<file path="config.mk">
export PLATFORM = sky130hd
export DESIGN_NAME = cam_match_array
export DESIGN_NICKNAME = d
export VERILOG_FILES = /design/src/rtl/cam_pkg.sv /design/src/rtl/cam_entry.sv /design/src/rtl/cam_match_array.sv
export SDC_FILE = /design/constraint.sdc
export NUM_CORES = 1
export LEC_CHECK = 0
export ABC_AREA = 1
export CORE_MARGIN = 3
export CORE_UTILIZATION = 60
export CTS_CLUSTER_DIAMETER = 30
export DETAILED_ROUTE_END_ITERATION = 8
export GPL_TIMING_DRIVEN = 0
export HOLD_SLACK_MARGIN = 0.15
export MAX_ROUTING_LAYER = met4
export PLACE_DENSITY = 0.91
export SLEW_MARGIN = 20
export SYNTH_ARGS = -nofsm -noshare
export SYNTH_HDL_FRONTEND = slang
export SYNTH_SLANG_ARGS = --single-unit
</file>
<file path="constraint.sdc">
create_clock -name clk -period 2.8 [get_ports clk]
set_clock_uncertainty 0.05 [all_clocks]
set_input_delay 0.56 -clock clk [delete_from_list [all_inputs] [get_ports clk]]
set_output_delay 0.56 -clock clk [all_outputs]
set_load 0.1 [all_outputs]
</file>
<file path="src/rtl/cam_pkg.sv">
// Shared CAM definitions: default geometry, sweep-flush FSM states and the
// match vector type handed to the priority encoder.
package cam_pkg;
    localparam int ADDR_WIDTH = 4;
    localparam int DEPTH      = 1 << ADDR_WIDTH;
    localparam int KEY_WIDTH  = 16;

    typedef enum logic {
        IDLE  = 1'b0,
        FLUSH = 1'b1
    } flush_state_e;

    typedef logic [DEPTH-1:0] match_vec_t;
endpackage

</file>
<file path="src/rtl/cam_entry.sv">
// One CAM slot: key register, valid bit and exact-match comparator.
// A clear on the same cycle as a write wins over the valid set, but the key still lands.
module cam_entry #(
    parameter int KEY_WIDTH = 16
) (
    input  logic                 clk,
    input  logic                 rst_n,
    input  logic                 wr_en,
    input  logic [KEY_WIDTH-1:0] wr_key,
    input  logic                 clr_en,
    input  logic [KEY_WIDTH-1:0] cmp_key,
    output logic                 valid,
    output logic                 hit
);
    logic [KEY_WIDTH-1:0] key_q;
    logic [KEY_WIDTH-1:0] key_d;
    logic                 valid_q;
    logic                 valid_d;

    always_comb begin
        key_d   = key_q;
        valid_d = valid_q;
        if (wr_en) begin
            key_d   = wr_key;
            valid_d = 1'b1;
        end
        if (clr_en) begin
            valid_d = 1'b0;
        end
    end

    // Key storage is deliberately left unreset; only the valid bit gates matches.
    always_ff @(posedge clk) begin
        key_q <= key_d;
    end

    always_ff @(posedge clk or negedge rst_n) begin
        if (!rst_n) begin
            valid_q <= 1'b0;
        end else begin
            valid_q <= valid_d;
        end
    end

    assign valid = valid_q;
    assign hit   = valid_q & (key_q == cmp_key);
endmodule

</file>
<file path="src/rtl/cam_match_array.sv">
// CAM tag store with parallel compare, registered match vector and a
// DEPTH-cycle sweep flush that blocks searches and updates while it runs.
module cam_match_array #(
    parameter int ADDR_WIDTH = cam_pkg::ADDR_WIDTH,
    parameter int DEPTH      = 1 << ADDR_WIDTH,
    parameter int KEY_WIDTH  = cam_pkg::KEY_WIDTH
) (
    input  logic                  clk,
    input  logic                  rst_n,
    input  logic                  wr_en,
    input  logic [ADDR_WIDTH-1:0] wr_addr,
    input  logic [KEY_WIDTH-1:0]  wr_key,
    input  logic                  inv_en,
    input  logic [ADDR_WIDTH-1:0] inv_addr,
    input  logic                  flush_req,
    output logic                  flush_busy,
    input  logic                  srch_valid,
    input  logic [KEY_WIDTH-1:0]  srch_key,
    output logic                  srch_ready,
    output logic                  match_valid,
    output logic [DEPTH-1:0]      match_vec,
    output logic                  match_any
);
    import cam_pkg::*;

    flush_state_e          state_q;
    flush_state_e          state_d;
    logic [ADDR_WIDTH-1:0] cnt_q;
    logic [ADDR_WIDTH-1:0] cnt_d;
    logic [DEPTH-1:0]      match_vec_q;
    logic [DEPTH-1:0]      match_vec_d;
    logic                  match_any_q;
    logic                  match_any_d;
    logic                  match_valid_q;
    logic                  match_valid_d;

    logic                  idle;
    logic                  srch_acc;
    logic [DEPTH-1:0]      ent_wr;
    logic [DEPTH-1:0]      ent_clr;
    logic [DEPTH-1:0]      ent_valid;
    logic [DEPTH-1:0]      ent_hit;

    assign idle       = (state_q == IDLE);
    assign flush_busy = (state_q == FLUSH);
    // Ready is forced low while reset is asserted, not just after the first edge.
    assign srch_ready = idle & rst_n;
    assign srch_acc   = srch_valid & srch_ready;

    always_comb begin
        state_d = state_q;
        cnt_d   = cnt_q;
        case (state_q)
            IDLE: begin
                if (flush_req) begin
                    state_d = FLUSH;
                    cnt_d   = '0;
                end
            end
            FLUSH: begin
                cnt_d = cnt_q + ADDR_WIDTH'(1);
                if (cnt_q == ADDR_WIDTH'(DEPTH - 1)) begin
                    state_d = IDLE;
                end
            end
            default: begin
                state_d = IDLE;
                cnt_d   = '0;
            end
        endcase
    end

    always_ff @(posedge clk or negedge rst_n) begin
        if (!rst_n) begin
            state_q <= IDLE;
            cnt_q   <= '0;
        end else begin
            state_q <= state_d;
            cnt_q   <= cnt_d;
        end
    end

    for (genvar gi = 0; gi < DEPTH; gi++) begin : g_entry
        assign ent_wr[gi]  = wr_en & idle & (wr_addr == ADDR_WIDTH'(gi));
        assign ent_clr[gi] = (inv_en & idle & (inv_addr == ADDR_WIDTH'(gi)))
                           | (flush_busy & (cnt_q == ADDR_WIDTH'(gi)));

        cam_entry #(
            .KEY_WIDTH (KEY_WIDTH)
        ) u_entry (
            .clk     (clk),
            .rst_n   (rst_n),
            .wr_en   (ent_wr[gi]),
            .wr_key  (wr_key),
            .clr_en  (ent_clr[gi]),
            .cmp_key (srch_key),
            .valid   (ent_valid[gi]),
            .hit     (ent_hit[gi])
        );
    end

    // Compare uses pre-edge contents, so same-cycle updates are not yet visible.
    always_comb begin
        match_vec_d   = match_vec_q;
        match_any_d   = match_any_q;
        match_valid_d = srch_acc;
        if (srch_acc) begin
            match_vec_d = ent_hit;
            match_any_d = |ent_hit;
        end
    end

    always_ff @(posedge clk or negedge rst_n) begin
        if (!rst_n) begin
            match_vec_q   <= '0;
            match_any_q   <= 1'b0;
            match_valid_q <= 1'b0;
        end else begin
            match_vec_q   <= match_vec_d;
            match_any_q   <= match_any_d;
            match_valid_q <= match_valid_d;
        end
    end

    assign match_vec   = match_vec_q;
    assign match_any   = match_any_q;
    assign match_valid = match_valid_q;

    logic unused_valid;
    assign unused_valid = ^ent_valid;
endmodule

</file>
-- After elaboration in Yosys (flattened, before gate mapping)
Index checks and enable logic that the tools add are counted.
- input port bits: 46
- bits in registers: 295
- $add $sub $neg: 1
- reduce and logical (&&, ||, !) cells: 20
- equality and inequality tests: 62
- mux-type cells: 37
- bitwise gates (word level): 85
- operators by type and width (kind ; number):
    $eq A16 B16 Y1 ; 16
    $eq A4 B4 Y1 const B ; 24
    $and A1 B1 Y1 ; 68
    $eq A4 B3 Y1 const B ; 12
    $mux W1 ; 34
    $reduce_bool A2 Y1 ; 16
    $eq A4 B2 Y1 const B ; 6
    $or A1 B1 Y1 ; 16
    $reduce_or A16 Y1 ; 1
    $eq A4 B1 Y1 const B ; 3
    $logic_not A4 Y1 ; 3
    $pmux W4 S2 ; 1
    $add A4 B1 Y4 const B ; 1
    $mux W4 ; 1
    $ne A2 B2 Y1 const B ; 1
    $pmux W1 S2 ; 1
    $not A1 Y1 ; 1

-- Longest topological paths before layout
Gate-level depths: netlist (run 1).
- depth in word-level cells: 5
- gate-level depth with buffers: 14

-- By module
From an unflattened synthesis (run 1), not the netlist that was laid out.
- cell total of the unflattened synthesis: 1602
- area total of the unflattened synthesis: 14269.9 um^2
- by module, submodules not included (module ; seq. area each (um^2) ; instances ; area an instance (um^2) ; cells an instance):
    cam_entry ; 505.5 ; 16 ; 804.5 ; 88
    cam_match_array ; 575.6 ; 1 ; 1397.6 ; 194

-- Worst setup path before layout (run 1)
OpenSTA, ideal clock, no wires.
- path kind: register to register
- from: register state_q (netlist: flush_busy)
- to: register match_vec_q[10] (netlist: match_vec[10])
- period minus slack after synthesis: 3283 ps
- setup slack: -483 ps
- cell stages (with the launch flop): 8
- arrival: 3098 ps
- data required time: 2615 ps
- cells stage by stage: dfrtp_1 -> buf_2 -> nor2_1 -> nand2_1 -> clkbuf_1 -> buf_2 -> nand2_1 -> o21ai_0
- cells in the longest elaborated chain, start to end: 3
- RTL lines (element ; RTL line ; source):
    start: declaration ; cam_match_array.sv:26 ; flush_state_e state_q;
    start signal: assignment ; cam_match_array.sv:78 ; state_q <= state_d;
    $not A1 Y1 ; -- ;
    $and A1 B1 Y1 ; cam_match_array.sv:47 ; assign srch_ready = idle & rst_n;
    via srch_ready ; cam_match_array.sv:19 ; output logic srch_ready,
    $and A1 B1 Y1 ; cam_match_array.sv:48 ; assign srch_acc = srch_valid & srch_ready;
    end signal: assignment ; cam_match_array.sv:119 ; match_vec_q <= match_vec_d;
    end: declaration ; cam_match_array.sv:30 ; logic [DEPTH-1:0] match_vec_q;
The timed path passes the listed nets, and every way through them passes these cells.
A chain may end at the register's enable or synchronous reset.

-- Final worst setup path (run 1)
- from: input port srch_key[7]
- to: register match_any_q (netlist: match_any)
- cells in the longest elaborated chain, start to end: 3
- elaborated cells between the ends (all ways): 33
- those cells by class: eq/ne: 16; bitwise: 16; reduce/logical: 1
- RTL lines (element ; RTL line ; source):
    start: declaration ; cam_match_array.sv:18 ; input logic [KEY_WIDTH-1:0] srch_key,
    $eq A16 B16 Y1 ; cam_entry.sv:46 ; assign hit = valid_q & (key_q == cmp_key);
    $and A1 B1 Y1 ; cam_entry.sv:46 ;
    $reduce_or A16 Y1 (*) ; cam_match_array.sv:109 ; match_any_d = |ent_hit;
    end signal: assignment ; cam_match_array.sv:120 ; match_any_q <= match_any_d;
    end: declaration ; cam_match_array.sv:32 ; logic match_any_q;
Mark *: on every way between the ends. The rest lies on a longest branch, timed or not.

==> results of run 1 <==
[synthesized netlist by cell type]
cell type,n,share of area
o21ai_1,11,0.0041
a221oi_1,2,0.0013
nor3_2,1,0.00074
nand4_1,7,0.0032
o21bai_1,1,0.00056
ha_1,4,0.0037
inv_2,9,0.0025
or2_2,12,0.0056
inv_1,138,0.038
nor3_1,19,0.0070
a31oi_1,7,0.0032
a22o_1,1,0.00065
or2_1,1,0.00046
buf_6,10,0.0083
nand2_1,416,0.12
nor2_1,159,0.044
o22ai_1,6,0.0028
buf_4,9,0.0050
edfxtp_1,256,0.57
xor2_1,52,0.034
xnor2_1,20,0.013
a21oi_1,12,0.0044
dfrtp_1,39,0.072
clkbuf_1,4,0.0011
o211ai_1,7,0.0039
o21ai_0,98,0.036
buf_2,18,0.0067
nand3_1,30,0.011
o221ai_1,1,0.00065
o21a_1,2,0.0011
clkbuf_2,1,0.00037
[final timing paths]
check	from	endpoint	slack [ns]	cells after the start
max reg2reg	flush_busy	g_entry[3].u_entry.valid	0.34	8
min	match_vec[14]	match_vec[14]	0.45	1
max	srch_key[7]	match_any	0.07	10
min reg2reg	match_vec[14]	match_vec[14]	0.45	1
max in group asynchronous	rst_n	g_entry[7].u_entry.valid	1.80	4
min in group asynchronous	rst_n	match_vec[3]	0.48	2
[flip-flops by register name, indices dropped and copies added, names as in the netlist]
signal,cells
g_entry.u_entry.key_q,256
g_entry.u_entry.valid,16
match_vec,16
cnt_q,4
flush_busy,1
match_any,1
match_valid,1
[kinds of logic (layout without fill, tap and decap cells)]
logic type                 Yosys count  count (layout)
AOI/OAI and AO/OA                  148             148
xor gates and xnor gates            72              72
adders and majority gates            4               4
buffers and inverters              189             355
DFF                                295             295
other                                0               3
and+or+nand+nor                    645             645
[area by class of cell]
type	instances	area (µm²)
clock buffers	57	1351
diodes	3	7.507
clock inverters	42	440.4
repair buffers	67	696.9
well taps	280	350.3
plain buffers	42	290.3
flip-flops and latches	295	8663
inverters	147	551.8
multi-input cells	869	4059
fillers	1295	5548
[worst register-to-register path: cells and delay by family (launching register included)]
family	cells	cell delay, ns
AOI/OAI and AO/OA	2	0.48
buffers and inverters	3	0.46
DFF	1	0.36
and+or+nand+nor	3	1.02
[per-layer routing]
metal / global-route usage / vias up / wire [µm] / part of all wire
met5: - / - / 0 / 0
met4: 0.2847 / 0 / 4261 / 0.094
met3: 0.1318 / 335 / 7279 / 0.16
met2: 0.5676 / 1068 / 19990 / 0.44
met1: 0.4450 / 5129 / 13990 / 0.31
li1: - / 4697 / - / -
[report_power, final]
group	switching [mW]	internal [mW]
clock	2.27	4.09
combinational	1.11	0.423
sequential	0.170	4.99
[through the flow]
stage	total power, mW	TNS (ns)
after detailed placement	6.638	-0.5359
after CTS	12.97	0
after floorplan	6.050	0
final	13.05	0
after global routing	13.37	0
after global placement	6.581	-41.34
[repair_timing]
action                     in CTS  in global routing
setup endpoints to repair       1                  0
hold buffers                    3                  0
gates resized for setup         1                  0
hold endpoints to repair       39                  0
==> impl_metrics.prom, run 1 <==
# TYPE chip_impl_metric gauge
chip_impl_info{name="synth_top_family_by_area",value="simple AND/OR/NAND/NOR gates"} 1
chip_impl_metric{name="cts_num_sinks",unit=""} 295
chip_impl_info{name="timing.hold.worst.class",value="flop to flop"} 1
chip_impl_info{name="worst_setup_path_end_kind",value="flop"} 1
chip_impl_metric{name="placeableCoreArea",unit="µm²"} 21960
chip_impl_info{name="cts_tree",value="done"} 1
chip_impl_metric{name="synth-compound-area-share",unit=""} 0.05894
chip_impl_metric{name="grt_first_pass_wirelength",unit="µm"} 66740
chip_impl_metric{name="drtPass1Iterations",unit=""} 7
chip_impl_metric{name="arrival",unit="ns"} 3.15
chip_impl_info{name="ctsRootBufferMaster",value="clkbuf_16"} 1
chip_impl_info{name="mostFrequentLayoutCell",value="nand2_1"} 1
chip_impl_metric{name="grt_antenna_before_repair",unit=""} 1
chip_impl_metric{name="final_layout_size_suffix_gt1_frac",unit=""} 0.1139
chip_impl_metric{name="first_global_vias",unit=""} 11434
chip_impl_metric{name="ir_drop",unit="V"} 0.0006170
chip_impl_metric{name="grt.overflow.total",unit=""} 0
chip_impl_info{name="crit_type",value="input pin to flop"} 1
chip_impl_metric{name="via_count",unit=""} 11229
chip_impl_metric{name="detailedPlacementHpwl",unit="µm"} 27580
chip_impl_metric{name="total_of_endpoints_with_negative_setup_slack_in_the_final_report",unit=""} 0
chip_impl_metric{name="cts.reportedPaths.clkPinSlew",unit="ns"} 0.05
chip_impl_metric{name="max_cap_violations",unit=""} 0
chip_impl_metric{name="nets_in_the_synthesized_netlist",unit=""} 1403
chip_impl_metric{name="postSynthRegisterBits",unit=""} 295
chip_impl_metric{name="timing.critical_path.slowest_cell_delay",unit="ns"} 0.64
chip_impl_metric{name="layout.core_utilization",unit=""} 0.7474
chip_impl_metric{name="crit_required",unit="ns"} 3.22
chip_impl_metric{name="cts-htree-levels",unit=""} 2
chip_impl_metric{name="yosysSeqAreaShare",unit=""} 0.6407
chip_impl_metric{name="floorplan.initialDensity",unit=""} 0.6158
chip_impl_metric{name="postPlaceCellArea",unit="µm²"} 14570
chip_impl_metric{name="grt_use_total",unit=""} 0.3880
chip_impl_metric{name="instances_no_fill",unit=""} 1802
chip_impl_metric{name="syn-instance-count",unit=""} 1353
chip_impl_metric{name="clk_path_buf_depth",unit=""} 3
chip_impl_metric{name="wl_per_cell",unit="µm"} 25.26
chip_impl_info{name="layout.cells.most_common_list",value="nand2_1 (416), edfxtp_1 (256), nor2_1 (142)"} 1
chip_impl_metric{name="via_per_inst",unit=""} 6.231
chip_impl_info{name="path_cells",value="clkdlybuf4s50_1 -> buf_2 -> o21ai_0 -> nor3_1 -> nand3_1 -> nand2_1 -> nor2_1 -> nand3_1 -> nor2_1 -> nor2_1"} 1
chip_impl_metric{name="portion_of_the_clock_cycle_consumed_by_the_worst_path_in_the_final_layout",unit=""} 0.9750
chip_impl_metric{name="routabilityCongestion",unit=""} 0.9982
chip_impl_info{name="crit_path_start_kind",value="input pin"} 1
chip_impl_metric{name="final_hold_slack",unit="ns"} 0.4530
chip_impl_info{name="setup_repair_after_global_routing_missed_its_margin",value="false"} 1
chip_impl_metric{name="synth.yosys.warnings",unit=""} 0
chip_impl_info{name="worst_path_max_delay_cell",value="clkdlybuf4s50_1"} 1
chip_impl_metric{name="drtAntennaViolNets",unit=""} 0
chip_impl_metric{name="final_layout_net_count",unit=""} 1525
chip_impl_info{name="crit_family",value="simple AND/OR/NAND/NOR gates"} 1
chip_impl_metric{name="die_x",unit="µm"} 156.1
chip_impl_metric{name="fraction_of_synthesized_cell_area_in_xor_and_xnor_cells",unit=""} 0.04664
chip_impl_metric{name="floorplan.die.height",unit="µm"} 156.1
chip_impl_metric{name="design.portCount",unit=""} 66
chip_impl_metric{name="relSlewSlack",unit=""} 0.2241
chip_impl_metric{name="areaGrowthSynthToFinish",unit="%"} 21.37
chip_impl_metric{name="cts_inserted_buffers",unit=""} 53
chip_impl_info{name="run_status",value="finished clean"} 1
chip_impl_metric{name="slew_viol_final",unit=""} 0
chip_impl_metric{name="synth.cell_area",unit="µm²"} 13520
chip_impl_metric{name="syn-mean-instance-area",unit="µm²"} 9.994
chip_impl_metric{name="final_worst_setup_slack",unit="ns"} 0.06992
chip_impl_metric{name="clk-insertion-delay-late",unit="ns"} 0.56
chip_impl_metric{name="dp_slack",unit="ns"} -0.2166
chip_impl_metric{name="die_area",unit="µm²"} 24370
chip_impl_metric{name="port-buffer-count",unit=""} 59
chip_impl_metric{name="remaining_drc_errors",unit=""} 0
chip_impl_metric{name="netlist-cell-type-count",unit=""} 31
chip_impl_metric{name="timing.final.crit_period",unit="ns"} 2.730
chip_impl_metric{name="fmaxAchievable",unit="MHz"} 366.3
chip_impl_metric{name="cellPowerDensity",unit="nW/µm²"} 795.5
chip_impl_metric{name="pin_count_of_the_biggest_net_entering_global_routing",unit=""} 32
chip_impl_metric{name="yosys.area_share.adder",unit=""} 0.003701
chip_impl_metric{name="placementRows",unit=""} 54
chip_impl_metric{name="muxShareOfSynthArea",unit=""} 0
chip_impl_metric{name="critical_path_peak_fanout",unit=""} 10
chip_impl_metric{name="finalHoldViolations",unit=""} 0
chip_impl_metric{name="totalWireLength",unit="µm"} 45510
chip_impl_metric{name="p_leak",unit="nW"} 6.777
chip_impl_metric{name="final_cell_area",unit="µm²"} 16410
chip_impl_metric{name="place.detailed.instances",unit=""} 1697
chip_impl_metric{name="tightestPinTransition",unit="ns"} 1.160
chip_impl_info{name="worst_path_most_repeated_cell",value="nor2_1"} 1
chip_impl_metric{name="synthSimpleGateAreaFrac",unit=""} 0.1877
chip_impl_metric{name="post-cts-setup-buffers",unit=""} 0
chip_impl_metric{name="drtIter0Drc",unit=""} 2024
chip_impl_metric{name="worstPathBufferInverterCount",unit=""} 2
Note: power is estimated with default switching activity, not from simulation.
==> run 2: changes to the inputs <==
CORE_UTILIZATION = 61   (was 60)
PLACE_DENSITY = 0.92   (was 0.91)
SYNTH_HIERARCHICAL = 1   (was not set)
==> impl_metrics.prom, run 2 <==
# TYPE chip_impl_metric gauge
chip_impl_metric{name="grt_antenna_before_repair",unit=""} 0
chip_impl_info{name="r2r_end",value="g_entry[12].u_entry/key_q[14]"} 1
chip_impl_metric{name="arrival",unit="ns"} 3.10
chip_impl_metric{name="met3_usage",unit=""} 0.06348
chip_impl_metric{name="crit_required",unit="ns"} 3.23
chip_impl_metric{name="timing.final.crit_period",unit="ns"} 2.675
chip_impl_info{name="timing.hold.worst.class",value="input pin to async pin"} 1
chip_impl_metric{name="finalHoldViolations",unit=""} 0
chip_impl_metric{name="via_per_inst",unit=""} 5.548
chip_impl_metric{name="floorplan.initialDensity",unit=""} 0.6246
chip_impl_info{name="top_usage_layer",value="met2"} 1
chip_impl_metric{name="grt_use_total",unit=""} 0.3082
chip_impl_metric{name="nFillCells",unit=""} 1375
chip_impl_metric{name="total_of_endpoints_with_negative_setup_slack_in_the_final_report",unit=""} 0
chip_impl_metric{name="clk-insertion-delay-late",unit="ns"} 0.55
chip_impl_metric{name="grt_first_pass_wirelength",unit="µm"} 60400
chip_impl_metric{name="port-buffer-count",unit=""} 65
chip_impl_metric{name="nets_in_the_synthesized_netlist",unit=""} 1652
chip_impl_metric{name="tightestPinTransition",unit="ns"} 1.081
chip_impl_metric{name="drtAntennaViolNets",unit=""} 0
chip_impl_metric{name="n_antenna_cell",unit=""} 0
chip_impl_metric{name="cts_inserted_buffers",unit=""} 52
chip_impl_metric{name="cellPowerDensity",unit="nW/µm²"} 720.6
chip_impl_metric{name="instances_no_fill",unit=""} 2083
chip_impl_metric{name="synth_top_cell_area_share",unit=""} 0.5387
chip_impl_metric{name="first_global_vias",unit=""} 11552
chip_impl_metric{name="wl_per_cell",unit="µm"} 18.10
chip_impl_metric{name="netlist-cell-type-count",unit=""} 24
chip_impl_info{name="synthTopCellsByArea",value="edfxtp_1 (54%), nand2_1 (15%), inv_1 (7.6%)"} 1
chip_impl_info{name="worst_setup_path_end_kind",value="flop"} 1
chip_impl_metric{name="p_leak",unit="nW"} 7.907
chip_impl_metric{name="synthArstFlopShare",unit=""} 0.1322
chip_impl_metric{name="place.detailed.instances",unit=""} 1987
chip_impl_metric{name="detailedPlacementHpwl",unit="µm"} 23300
chip_impl_metric{name="ff2ff_setup_slack",unit="ns"} 0.46
chip_impl_metric{name="final_worst_setup_slack",unit="ns"} 0.1252
chip_impl_metric{name="multi_input_comb_area",unit="µm²"} 4410
chip_impl_metric{name="largest_register_ffs",unit=""} 256
chip_impl_metric{name="placementRows",unit=""} 55
chip_impl_metric{name="routabilityCongestion",unit=""} 0.8947
chip_impl_metric{name="syn-instance-count",unit=""} 1602
chip_impl_metric{name="clk_path_buf_depth",unit=""} 3
chip_impl_metric{name="layout.core_utilization",unit=""} 0.7494
chip_impl_metric{name="slew_viol_final",unit=""} 0
chip_impl_metric{name="die_area",unit="µm²"} 25270
chip_impl_metric{name="pin_count_of_the_biggest_net_entering_global_routing",unit=""} 33
chip_impl_info{name="layout.cells.most_common_list",value="nand2_1 (575), inv_1 (288), edfxtp_1 (256)"} 1
chip_impl_metric{name="drtPass1Iterations",unit=""} 7
chip_impl_metric{name="yosysSeqAreaShare",unit=""} 0.6071
chip_impl_metric{name="portion_of_the_clock_cycle_consumed_by_the_worst_path_in_the_final_layout",unit=""} 0.9553
chip_impl_metric{name="remaining_drc_errors",unit=""} 0
chip_impl_metric{name="drtIter0Drc",unit=""} 1638
chip_impl_metric{name="design.portCount",unit=""} 66
chip_impl_info{name="run_status",value="finished clean"} 1
chip_impl_info{name="synthFlopType",value="edfxtp_1"} 1
chip_impl_metric{name="max_cap_violations",unit=""} 0
chip_impl_metric{name="grt.overflow.total",unit=""} 0
chip_impl_metric{name="relSlewSlack",unit=""} 0.2771
chip_impl_metric{name="regArea",unit="µm²"} 8663
chip_impl_info{name="synth.largest_area_cell",value="edfxtp_1"} 1
chip_impl_info{name="top_register",value="g_entry.u_entry/key_q"} 1
chip_impl_info{name="setup_repair_after_global_routing_missed_its_margin",value="false"} 1
chip_impl_metric{name="final_layout_size_suffix_gt1_frac",unit=""} 0.1102
chip_impl_metric{name="critical_path_peak_fanout",unit=""} 32
chip_impl_metric{name="syn-mean-instance-area",unit="µm²"} 8.908
chip_impl_metric{name="dp_slack",unit="ns"} -0.4914
chip_impl_metric{name="final_layout_net_count",unit=""} 1780
chip_impl_info{name="launching_point_of_the_worst_reg2reg_path",value="flush_busy"} 1
chip_impl_metric{name="synth.yosys.warnings",unit=""} 6
chip_impl_metric{name="synth.cell_area",unit="µm²"} 14270
chip_impl_info{name="mostFrequentLayoutCell",value="nand2_1"} 1
chip_impl_metric{name="met1_usage",unit=""} 0.3744
chip_impl_metric{name="placeableCoreArea",unit="µm²"} 22850
chip_impl_metric{name="grt_use_met2",unit=""} 0.5102
chip_impl_info{name="cts_tree",value="done"} 1
chip_impl_info{name="crit_path_start_kind",value="input pin"} 1
chip_impl_metric{name="totalWireLength",unit="µm"} 37700
chip_impl_metric{name="ir_drop",unit="V"} 0.0005980
chip_impl_metric{name="fmaxAchievable",unit="MHz"} 373.9
chip_impl_metric{name="areaGrowthSynthToFinish",unit="%"} 19.98
chip_impl_info{name="ctsRootBufferMaster",value="clkbuf_16"} 1
chip_impl_metric{name="number_of_cell_instances_on_the_worst_register_to_register_path",unit=""} 6
chip_impl_metric{name="synth_edf_count",unit=""} 256
chip_impl_info{name="synth_commonest_cells",value="nand2_1 (575), inv_1 (288), edfxtp_1 (256)"} 1
chip_impl_info{name="synth_most_common_cell",value="nand2_1"} 1
chip_impl_metric{name="via_count",unit=""} 11557
chip_impl_metric{name="die_x",unit="µm"} 159.0
chip_impl_metric{name="postSynthRegisterBits",unit=""} 295
chip_impl_metric{name="final_hold_slack",unit="ns"} 0.2287
chip_impl_metric{name="cts_num_sinks",unit=""} 295
chip_impl_metric{name="cts-htree-levels",unit=""} 2
chip_impl_info{name="crit_type",value="input pin to flop"} 1
chip_impl_metric{name="cts.reportedPaths.clkPinSlew",unit="ns"} 0.05
chip_impl_metric{name="report.power.total",unit="mW"} 12.34
chip_impl_metric{name="floorplan.die.height",unit="µm"} 159.0
-- run 2: cell types whose count changed in the layout (fill, tap and decap cells not counted), moves of 20 or more --
cell	before	now
xnor2_1	20	0
o21ai_0	98	35
nand2_1	416	575
o22ai_1	6	48
inv_1	138	288
nor2_1	142	190
inv_2	9	33
-- run 2: worst max-delay path by stage --
stage,from,to,depth (start not counted)
final,srch_key[13],match_any,14
after global routing,srch_key[13],match_any,14
after CTS,srch_key[1],match_any,15
after detailed placement,rst_n,srch_ready,5
after global placement,rst_n,srch_ready,4
after floorplan,flush_busy,g_entry[3].u_entry/key_q[0],4
-- run 2: repair_timing --
item | CTS | global route
buffers inserted | 0 | 0
resized for setup | 3 | 0
endpoints found under the setup margin | 1 | 0
hold buffers | 2 | 0
endpoints found under the hold margin | 18 | 0
-- run 2: per-stage QoR --
stage / area [µm²] / setup TNS, ns
floorplan: 14270 / -2.593
global placement: 15310 / -70.05
detailed placement: 15440 / -2.392
CTS: 17170 / 0
global route: 17120 / 0
finish: 17120 / 0
-- run 2: final cells by class --
cell class              instances  area share
repair buffers                 74     0.04092
multi-input cells             982      0.2576
inverters                     322     0.07089
clock inverters                37     0.02061
plain buffers                   3    0.001608
clock buffers                  57     0.07951
well taps                     313     0.02287
flip-flops and latches        295      0.5060
-- run 2: routing by layer --
metal / vias up / routed length [µm]
li1: 5253 / -
met1: 5297 / 13270
met2: 820 / 18440
met3: 187 / 4336
met4: 0 / 1661
met5: - / 0
-- run 2: logic make-up (layout without fill, tap and decap cells) --
| group | after synthesis | after routing | share of synthesized area |
|---|---|---|---|
| AOI/OAI and AO/OA | 85 | 85 | 0.03446 |
| and+or+nand+nor | 845 | 845 | 0.2385 |
| adders and majority gates | 4 | 4 | 0.003507 |
| buffers and inverters | 325 | 493 | 0.08698 |
| xor gates and xnor gates | 48 | 48 | 0.02946 |
| DFF | 295 | 295 | 0.6071 |
-- run 2: power by group --
group | leakage (nW) | total (mW) | switching [mW] | internal (mW)
Clock | 0.827 | 6.10 | 2.21 | 3.89
Combinational | 4.25 | 1.18 | 0.826 | 0.357
Sequential | 2.83 | 5.05 | 0.118 | 4.93
Total | 7.91 | 12.3 | 3.15 | 9.18
-- run 2: worst max-delay path, cell delays in order --
cell,delay [ns]
clkdlybuf4s50_1,0.97
nand2_1,0.29
nand2_1,0.11
nor2_1,0.22
nand2_1,0.09
nor2_1,0.17
nand2_1,0.17
nor2_2,0.16
nor2_1,0.07
nand2_1,0.08
nor2_1,0.05
nand2_1,0.05
nand2_1,0.05
nand2_1,0.05
==> run 3: changes to the inputs <==
HOLD_SLACK_MARGIN = 0.06   (was 0.15)
==> results of run 3 <==
Same layout as run 2: the final DEF is identical, and so are final timing and power.
